$ cat src/rtl/class_score_sequencer.sv
// Scans a grid of cells against NUM_CLASSES weight ROMs, accumulates signed per-class scores and picks the winner.
// Define CLASS_SCORE_MARGIN_EN to add second-best tracking, margin_out and low_conf.
module class_score_sequencer #(
   parameter int NUM_CLASSES   = 4,
   parameter int NUM_CELLS     = 256,
   parameter int WEIGHT_BITS   = 8,
   parameter int CELL_BITS     = 8,
   parameter int ACC_BITS      = WEIGHT_BITS + CELL_BITS + $clog2(NUM_CELLS),
   parameter int MARGIN_THRESH = 64
) (
   input  logic                               clk,
   input  logic                               rst_n,
   input  logic                               start,
   input  logic                               abort,
   output logic [$clog2(NUM_CELLS)-1:0]       cell_addr,
   input  logic [CELL_BITS-1:0]               cell_val,
   input  logic [NUM_CLASSES*WEIGHT_BITS-1:0] weight_in,
   output logic                               busy,
   output logic                               done,
   output logic [$clog2(NUM_CLASSES)-1:0]     class_out,
   output logic [NUM_CLASSES*ACC_BITS-1:0]    score_out,
   output logic [ACC_BITS-1:0]                margin_out,
   output logic                               low_conf
);

   localparam int AW  = $clog2(NUM_CELLS);
   localparam int CW  = $clog2(NUM_CLASSES);
   localparam int PW  = WEIGHT_BITS + CELL_BITS + 1;
   localparam int EXT = ACC_BITS - PW;
   localparam logic [AW-1:0] LAST_ADDR   = AW'(NUM_CELLS - 1);
   localparam logic [AW-1:0] ADDR_ONE    = AW'(1);
   localparam logic [AW-1:0] ADDR_ZERO   = AW'(0);
   localparam logic [CW-1:0] LAST_CLASS  = CW'(NUM_CLASSES - 1);
   localparam logic [CW-1:0] CLASS_ONE   = CW'(1);
   localparam logic [CW-1:0] FIRST_CLASS = CW'(0);
   localparam logic [ACC_BITS-1:0] ACC_ZERO = {ACC_BITS{1'b0}};

   typedef enum logic [2:0] {
      S_IDLE   = 3'd0,
      S_SCAN   = 3'd1,
      S_DRAIN  = 3'd2,
      S_ARGMAX = 3'd3,
      S_DONE   = 3'd4
   } state_t;

   state_t                     state_q, state_d;
   logic                       busy_q, busy_d;
   logic                       done_q, done_d;
   logic                       valid_q, valid_d;
   logic [AW-1:0]              addr_q, addr_d;
   logic [CW-1:0]              idx_q, idx_d;
   logic                       start_acc_s;
   logic                       latch_s;
   logic signed [PW-1:0]       prod_s [NUM_CLASSES];
   logic signed [ACC_BITS-1:0] acc_q  [NUM_CLASSES];
   logic signed [ACC_BITS-1:0] cand_s;
   logic signed [ACC_BITS-1:0] best_q, best_d;
   logic [CW-1:0]              bidx_q, bidx_d;
   logic [CW-1:0]              class_q;
   logic [NUM_CLASSES*ACC_BITS-1:0] score_q;
   logic [ACC_BITS-1:0]        margin_q, margin_d;
   logic                       low_q, low_d;
`ifdef CLASS_SCORE_MARGIN_EN
   localparam logic signed [ACC_BITS-1:0] ACC_MIN = {1'b1, {(ACC_BITS-1){1'b0}}};
   localparam logic [ACC_BITS-1:0]        THRESH  = ACC_BITS'(MARGIN_THRESH);
   logic signed [ACC_BITS-1:0] second_q, second_d;
`endif

   // State register
   always_ff @(posedge clk or negedge rst_n) begin
      if (!rst_n) begin
         state_q <= S_IDLE;
      end else begin
         state_q <= state_d;
      end
   end

   // Next-state logic; abort wins over start in IDLE and cancels any running phase
   always_comb begin
      state_d = state_q;
      case (state_q)
         S_IDLE:   state_d = (start && !abort) ? S_SCAN : S_IDLE;
         S_SCAN: begin
            if (abort)                    state_d = S_IDLE;
            else if (addr_q == LAST_ADDR) state_d = S_DRAIN;
            else                          state_d = S_SCAN;
         end
         S_DRAIN:  state_d = abort ? S_IDLE : S_ARGMAX;
         S_ARGMAX: begin
            if (abort)                     state_d = S_IDLE;
            else if (idx_q == LAST_CLASS)  state_d = S_DONE;
            else                           state_d = S_ARGMAX;
         end
         S_DONE:   state_d = S_IDLE;
         default:  state_d = S_IDLE;
      endcase
   end

   // Output and control decode from the state transition
   always_comb begin
      start_acc_s = (state_q == S_IDLE) && (state_d == S_SCAN);
      latch_s     = (state_q == S_ARGMAX) && (state_d == S_DONE);
      busy_d      = (state_d != S_IDLE);
      done_d      = (state_d == S_DONE);
      valid_d     = (state_q == S_SCAN);
      if (start_acc_s) begin
         addr_d = ADDR_ZERO;
      end else if ((state_q == S_SCAN) && (state_d == S_SCAN)) begin
         addr_d = addr_q + ADDR_ONE;
      end else begin
         addr_d = addr_q;
      end
      if ((state_q == S_ARGMAX) && (state_d == S_ARGMAX)) begin
         idx_d = idx_q + CLASS_ONE;
      end else begin
         idx_d = FIRST_CLASS;
      end
   end

   // Control registers
   always_ff @(posedge clk or negedge rst_n) begin
      if (!rst_n) begin
         busy_q  <= 1'b0;
         done_q  <= 1'b0;
         valid_q <= 1'b0;
         addr_q  <= ADDR_ZERO;
         idx_q   <= FIRST_CLASS;
      end else begin
         busy_q  <= busy_d;
         done_q  <= done_d;
         valid_q <= valid_d;
         addr_q  <= addr_d;
         idx_q   <= idx_d;
      end
   end

   // Signed weight times zero-extended cell value, one product per class
   always_comb begin
      for (int k = 0; k < NUM_CLASSES; k++) begin
         prod_s[k] = $signed(weight_in[k*WEIGHT_BITS +: WEIGHT_BITS]) * $signed({1'b0, cell_val});
      end
   end

   // Accumulators: clear on start acceptance, add whenever the delayed valid bit is set
   always_ff @(posedge clk or negedge rst_n) begin
      if (!rst_n) begin
         for (int k = 0; k < NUM_CLASSES; k++) acc_q[k] <= ACC_ZERO;
      end else if (start_acc_s) begin
         for (int k = 0; k < NUM_CLASSES; k++) acc_q[k] <= ACC_ZERO;
      end else if (valid_q) begin
         for (int k = 0; k < NUM_CLASSES; k++) begin
            acc_q[k] <= acc_q[k] + {{EXT{prod_s[k][PW-1]}}, prod_s[k]};
         end
      end
   end

   assign cand_s = acc_q[idx_q];

   // Sequential argmax step: strict greater-than keeps the lowest index on ties
   always_comb begin
      best_d = best_q;
      bidx_d = bidx_q;
`ifdef CLASS_SCORE_MARGIN_EN
      second_d = second_q;
      if (idx_q == FIRST_CLASS) begin
         best_d   = cand_s;
         bidx_d   = idx_q;
         second_d = ACC_MIN;
      end else if (cand_s > best_q) begin
         second_d = best_q;
         best_d   = cand_s;
         bidx_d   = idx_q;
      end else if (cand_s > second_q) begin
         second_d = cand_s;
      end else begin
         second_d = second_q;
      end
      margin_d = best_d - second_d;
      low_d    = (margin_d < THRESH);
`else
      if (idx_q == FIRST_CLASS) begin
         best_d = cand_s;
         bidx_d = idx_q;
      end else if (cand_s > best_q) begin
         best_d = cand_s;
         bidx_d = idx_q;
      end else begin
         best_d = best_q;
         bidx_d = bidx_q;
      end
      margin_d = ACC_ZERO;
      low_d    = 1'b0;
`endif
   end

   // Argmax running state, advanced only while in ARGMAX
   always_ff @(posedge clk or negedge rst_n) begin
      if (!rst_n) begin
         best_q   <= ACC_ZERO;
         bidx_q   <= FIRST_CLASS;
`ifdef CLASS_SCORE_MARGIN_EN
         second_q <= ACC_ZERO;
`endif
      end else if (state_q == S_ARGMAX) begin
         best_q   <= best_d;
         bidx_q   <= bidx_d;
`ifdef CLASS_SCORE_MARGIN_EN
         second_q <= second_d;
`endif
      end
   end

   // Result registers load only on the transition into DONE
   always_ff @(posedge clk or negedge rst_n) begin
      if (!rst_n) begin
         class_q  <= FIRST_CLASS;
         score_q  <= {(NUM_CLASSES*ACC_BITS){1'b0}};
         margin_q <= ACC_ZERO;
         low_q    <= 1'b0;
      end else if (latch_s) begin
         class_q  <= bidx_d;
         margin_q <= margin_d;
         low_q    <= low_d;
         for (int k = 0; k < NUM_CLASSES; k++) score_q[k*ACC_BITS +: ACC_BITS] <= acc_q[k];
      end
   end

   assign cell_addr  = addr_q;
   assign busy       = busy_q;
   assign done       = done_q;
   assign class_out  = class_q;
   assign score_out  = score_q;
   assign margin_out = margin_q;
   assign low_conf   = low_q;

endmodule

$ cat config.mk
export PLATFORM = sky130hd
export DESIGN_NAME = class_score_sequencer
export DESIGN_NICKNAME = d
export VERILOG_FILES = /design/src/rtl/class_score_sequencer.sv
export SDC_FILE = /design/constraint.sdc
export NUM_CORES = 1
export LEC_CHECK = 0
export BUFFER_PORTS_ARGS = -buffer_cell sky130_fd_sc_hd__buf_4
export CAP_MARGIN = 15
export CELL_PAD_IN_SITES_DETAIL_PLACEMENT = 0
export CELL_PAD_IN_SITES_GLOBAL_PLACEMENT = 1
export CORE_MARGIN = 1.5
export CORE_UTILIZATION = 44
export DETAILED_ROUTE_END_ITERATION = 6
export PLACE_DENSITY_LB_ADDON = 0.05
export SKIP_CTS_REPAIR_TIMING = 1
export SLEW_MARGIN = 20
export SYNTH_ARGS = -nofsm -noshare
export SYNTH_HDL_FRONTEND = slang
export SYNTH_SLANG_ARGS = --single-unit
$ cat constraint.sdc
create_clock -name clk -period 4.4 [get_ports clk]
set_input_delay 0 -clock clk [delete_from_list [all_inputs] [get_ports clk]]
set_output_delay 0 -clock clk [all_outputs]
set_load 0.02 [all_outputs]
After elaboration in Yosys (flattened, before gate mapping)
Cells that the tools add are included.

cells by class
  multipliers = 4
  bitwise logic cells = 1
  add/subtract/negate cells = 6
  order comparisons = 2
  eq/ne operators = 8
  mux-type cells = 19
  reduce and logical (&&, ||, !) cells = 13

operator list
  cell                                                                   number
  96-bit 2-to-1 mux                                                      2
  24-bit adder                                                           4
  24-bit 2-to-1 mux                                                      4
  8-bit by 9-bit multiplier with 17-bit output                           4
  24-bit binary-select mux with 2-bit select                             1
  24-bit greater-than comparator                                         1
  8-bit 2-to-1 mux                                                       2
  2-bit 2-to-1 mux                                                       6
  3-bit case mux with 4 select lines                                     1
  3-bit by 2-bit equality test with 1-bit output, second input constant  3
  8-bit by 1-bit adder with 8-bit output, second input constant          1
  8-bit equality test, second input constant                             1
  3-bit by 1-bit equality test with 1-bit output, second input constant  2
  3-bit 2-to-1 mux                                                       2
  2-bit nonzero test                                                     3
  1-bit logical AND                                                      5
  3-bit equality test, second input constant                             1
  3-bit >= comparator, second input constant                             1
  3-bit logical NOT                                                      1
  2-bit NOT with 3-bit output                                            1
  3-bit nonzero test                                                     1
  2-bit by 1-bit adder with 2-bit output, second input constant          1
  2-bit equality test, second input constant                             1
  2-bit logical NOT                                                      1
  other kinds (3)                                                        3

word-level totals
  register bits = 236
  input bits = 44
  logic and storage cells = 67

Depth between registers and ports, before layout
  depth in word-level cells = 8
  depth in mapped cells = 30
  gate-level depth less buffers = 29

Worst setup path before layout
Ideal clock, no wire load.

  path type = input -> register
  start = input cell_val[6]
  end = register acc_q[71] (netlist bit)
  path buffers = 1
  stages on the path = 24
  arrival = 5.892 ns
  slack = -1.570 ns
  cell sequence = clkbuf_1 -> and2_1 -> fa_1 -> fa_1 -> fa_1 -> inv_1 -> fa_1 -> inv_1 -> ha_1 -> or2_2 -> a21oi_1 -> a21oi_1 -> a41oi_1 -> a21oi_1 -> xnor2_1 -> ha_1 -> nand2_1 -> or3_1 -> o31ai_2 -> nor2_1 -> a211oi_1 -> nor4_1 -> or4_1 -> a21oi_1

between the ends
  longest elaborated chain between the ends = 4

RTL lines
  item                                          line  text
  from (decl)                                   16    input logic [CELL_BITS-1:0] cell_val,
  8-bit by 9-bit multiplier with 17-bit output  140   prod_s[k] = $signed(weight_in[k*WEIGHT_BITS +: WEIGHT_BITS]) * $signed({1'b0, cell_val});
  24-bit adder                                  152   acc_q[k] <= acc_q[k] + {{EXT{prod_s[k][PW-1]}}, prod_s[k]};
  96-bit 2-to-1 mux                             150   end else if (valid_q) begin
  96-bit 2-to-1 mux                             148   end else if (start_acc_s) begin
  to (signal, indexed assignment)               152
  to (decl)                                     55    logic signed [ACC_BITS-1:0] acc_q [NUM_CLASSES];

Every way passes these cells. The select of a mux whose other input is x is not followed.
A chain may end at the register's enable or synchronous reset.

Worst setup path in the final report
  start = input cell_val[0]
  end = register acc_q[71] (netlist bit)

Same word-level chain as after synthesis.

==> summary.txt <==
Power and ir drop
  • Seq pwr share: between 10% and 20%
  • Pwr dens: 735 nW/um^2
  • VDD IR-drop max: 525 uV
  • Int Pwr: 13.4 mW
  • Leak: 15.9 nW
  • Clock Power Share: under 10%
  • Combinational group share of total power: 75.6%
  • Switching share of power: ~43%
  • Switching pwr: 10.0 mW

Worst setup path
  • CP Launch Type: primary input
  • CP max stage cell: fa_1
  • Worst EP required: between 4 and 5 ns
  • Crit Path Max Fanout: 5
  • Origin of the critical flop-to-flop path: idx_q[1]
  • Crit path DAT: between 5 and 6 ns
  • Critical path depth: 26
  • Path depth of the worst reg2reg path: 10
  • Worst setup EP type: flop
  • Crit-path leading delay family: adder cells
  • CP Buf/Inv Count: 5
  • CP peak stage delay: 0.54 ns
  • CP Class: in -> reg
  • R2R setup slack: 0.66 ns
  • Critical path's most frequent cell: fa_1
  • Crit. Startpoint: cell_val[0]
  • CP endpoint: acc_q[71]
  • RR Endpoint: best_q[14]

STA
  • Final Hold Fails: 1
  • RSZ-0062 raised after global routing: true
  • Hold slack: -0.0282 ns
  • FMAX: 0.182 GHz
  • Slew HR: 37.0%
  • Final slew viol count: 0
  • Crit path time final: 5.49 ns
  • Worst-margin pin slew: 0.945 ns
  • Clk_skew: 0.0132 ns
  • Post-route setup slack: -1.09 ns
  • # setup viols final: 51
  • Final period util: 125%

Layout
  • Fin nets: approximately 3500
  • Post-route cell area: 31800 sq um
  • Share of cells above drive strength 1: a little under two fifths
  • Synth-to-Final Area Change: 35.7%
  • Most frequent cells in the layout: buf_4 (510), inv_1 (248), ha_1 (245)
  • N_diodes: 0
  • Commonest non-fill, non-tap cell in the layout: buf_4
  • Post-route insts no fill: 3664

Yosys
  • Synth unique cells: 71
  • Synth area leader: dfrtp_1
  • EDFF count, synth: 0
  • Synth top area cells: dfrtp_1 (25%), ha_1 (16%), fa_1 (13%), mux2_2 (5.8%), inv_1 (4.7%)
  • Post-synth ARST share: between 90% and 100%
  • Synthesized area: between 20000 and 25000 sq um
  • Seq cells post-synth: 236
  • Area share of the largest cell type after synthesis: 25.2%
  • Sequential fraction of the synthesis area: approximately 25%
  • Mapped Cells: 2416
  • Synthesis Warnings: 0
  • Avg Inst Size Synth: 9.71 sq um
  • Main synth FF type: dfrtp_1

Clock network
  • Clock sinks: between 200 and 250
  • Number of buffers created by CTS: 26
  • CTS max path bufs: 3
  • CTS clk-pin slew, worst paths: 0.07 ns
  • CTS tree: yes
  • Clock Latency Late Sink: around 0.55 ns
  • Root Buffer: clkbuf_16
  • CTS H-tree depth: 1

GRT
  • GR Overflow Total: 0
  • Largest net degree at the start of global routing: about 110
  • Vias in the first global route: 19100
  • Initial antenna violation count: 3
  • GRT Total Usage: 23.6%
  • First-pass GRT wire length: 101 mm

Placed design
  • Pre-CTS WS: -1.80 ns
  • DP Area: 28700 sq um
  • Post-placement cell count: 3554
  • Port bufs: 151
  • Gp weighted congestion: 0.927
  • Post-DP HPWL: 51.5 mm

Floorplanning
  • Core area: around 53000 sq um
  • Die width: 234 um
  • Die Height: 234 um
  • Number of core rows: 84
  • IO Count: 177
  • Die ar.: about 55000 sq um
  • Starting Density: 44.6%

Drt
  • Via count: a little under 20000
  • Vias per Instance: between 5 and 6
  • Drt total wl: 68.1 mm
  • # DRC: 0
  • Detail Route Antenna Nets: 0
  • Pre-antenna DRT Iters: 5
  • Initial DRC count: around 980
  • Drt wl/cell: 18.6 um

Job
  • Max Cap Viol: 0

Outcome
  • Status: complete, but fails checks
  • Failing checks: hold timing, setup timing

Hold path
  • Hold Path Class: in -> reg
==> state kept, by name, indices dropped and copies added, names as in the netlist, 2 cells and up <==
signal     count
cell_addr      8
idx_q          2
score_out     96
bidx_q         2
acc_q         96
best_q        24
class_out      2
state_q        3
==> stage by stage <==
step	power [mW]	TNS, ns	utilization [%]
detailed placement	18.3	-67.95	54.5
global placement	18.0	-65.20	54.5
floorplan	12.3	-22.07	-
global route	25.2	-41.29	60.4
finish	23.4	-31.50	60.4
CTS	20.6	-34.66	56.2
==> how the worst min path moves through the flow <==
stage / startpoint / to / slack (ns) / cells past startpoint
finish: weight_in[0] / acc_q[72] / -0.03 / 5
global route: weight_in[0] / acc_q[72] / 0.03 / 5
CTS: rst_n / acc_q[42] / -0.52 / 1
detailed placement: rst_n / score_out[66] / 0.07 / 1
global placement: rst_n / score_out[66] / 0.06 / 1
floorplan: rst_n / acc_q[0] / -0.30 / 0
==> final cells by class <==
class / instances / area [sq um]
inverters: 291 / 1090
clock buffers: 41 / 788
clock inverters: 6 / 80.1
flip-flops and latches: 236 / 5910
multi-input cells: 1818 / 18200
repair buffers: 584 / 4940
well taps: 688 / 861
fillers: 4437 / 20800
==> power by group through the flow <==
| stage | clock network, mW | registers, mW | logic, mW |
|---|---|---|---|
| after floorplan | 0 | 2.91 | 9.34 |
| after global placement | 0 | 3.42 | 14.6 |
| after detailed placement | 0 | 3.42 | 14.8 |
| after CTS | 2.32 | 3.38 | 14.9 |
| after global routing | 2.40 | 3.48 | 19.3 |
| final | 2.27 | 3.45 | 17.7 |
==> metal layers <==
layer / wire, um / vias up / track usage [%]
met1: 30500 / 9675 / 32.0
met3: 2500 / 65 / 2.27
met4: 1150 / 0 / 4.47
li1: - / 9237 / -
met2: 34000 / 324 / 41.2
met5: 0 / - / 0
==> synth_stat cells (9+ instances only) <==
cell type / n
and3_1: 14
ha_1: 298
clkbuf_1: 55
nor3_1: 32
mux2i_1: 60
buf_4: 25
nand2b_1: 23
nor2_1: 173
nand3_1: 29
xor2_1: 40
nand4_1: 13
or2_2: 9
xnor2_1: 81
or3_1: 16
a21oi_1: 105
fa_1: 152
o21bai_1: 11
and2_1: 171
a211oi_1: 25
dfrtp_1: 236
o21a_1: 23
o211ai_1: 11
nand2_1: 141
mux4_2: 24
buf_1: 11
a21o_1: 44
inv_1: 291
nor2b_1: 27
mux2_2: 120
o21ai_0: 53
==> worst register-to-register path: stages, from the launching register on <==
cell and delay (ns):
dfrtp_1 0.74, buf_4 0.31, mux4_2 0.34, ha_1 0.33, nand4_1 0.17, nor4_1 0.40
a21oi_1 0.12, o21ai_1 0.09, buf_4 0.17, or2_2 0.55, mux2_2 0.42
==> logic make-up after synthesis <==
logic type / after synthesis / synth area share, %
AND/OR/NAND/NOR: 665 / 14.2
adder cells (fa/ha/maj): 450 / 28.9
buffers and inverters: 386 / 6.60
AO/OA/AOI/OAI: 353 / 10.0
flip-flops: 236 / 25.2
multiplexers: 204 / 10.6
XOR/XNOR: 121 / 4.52
other: 1 / 0.0160
Power figures use the tool's default switching activity.
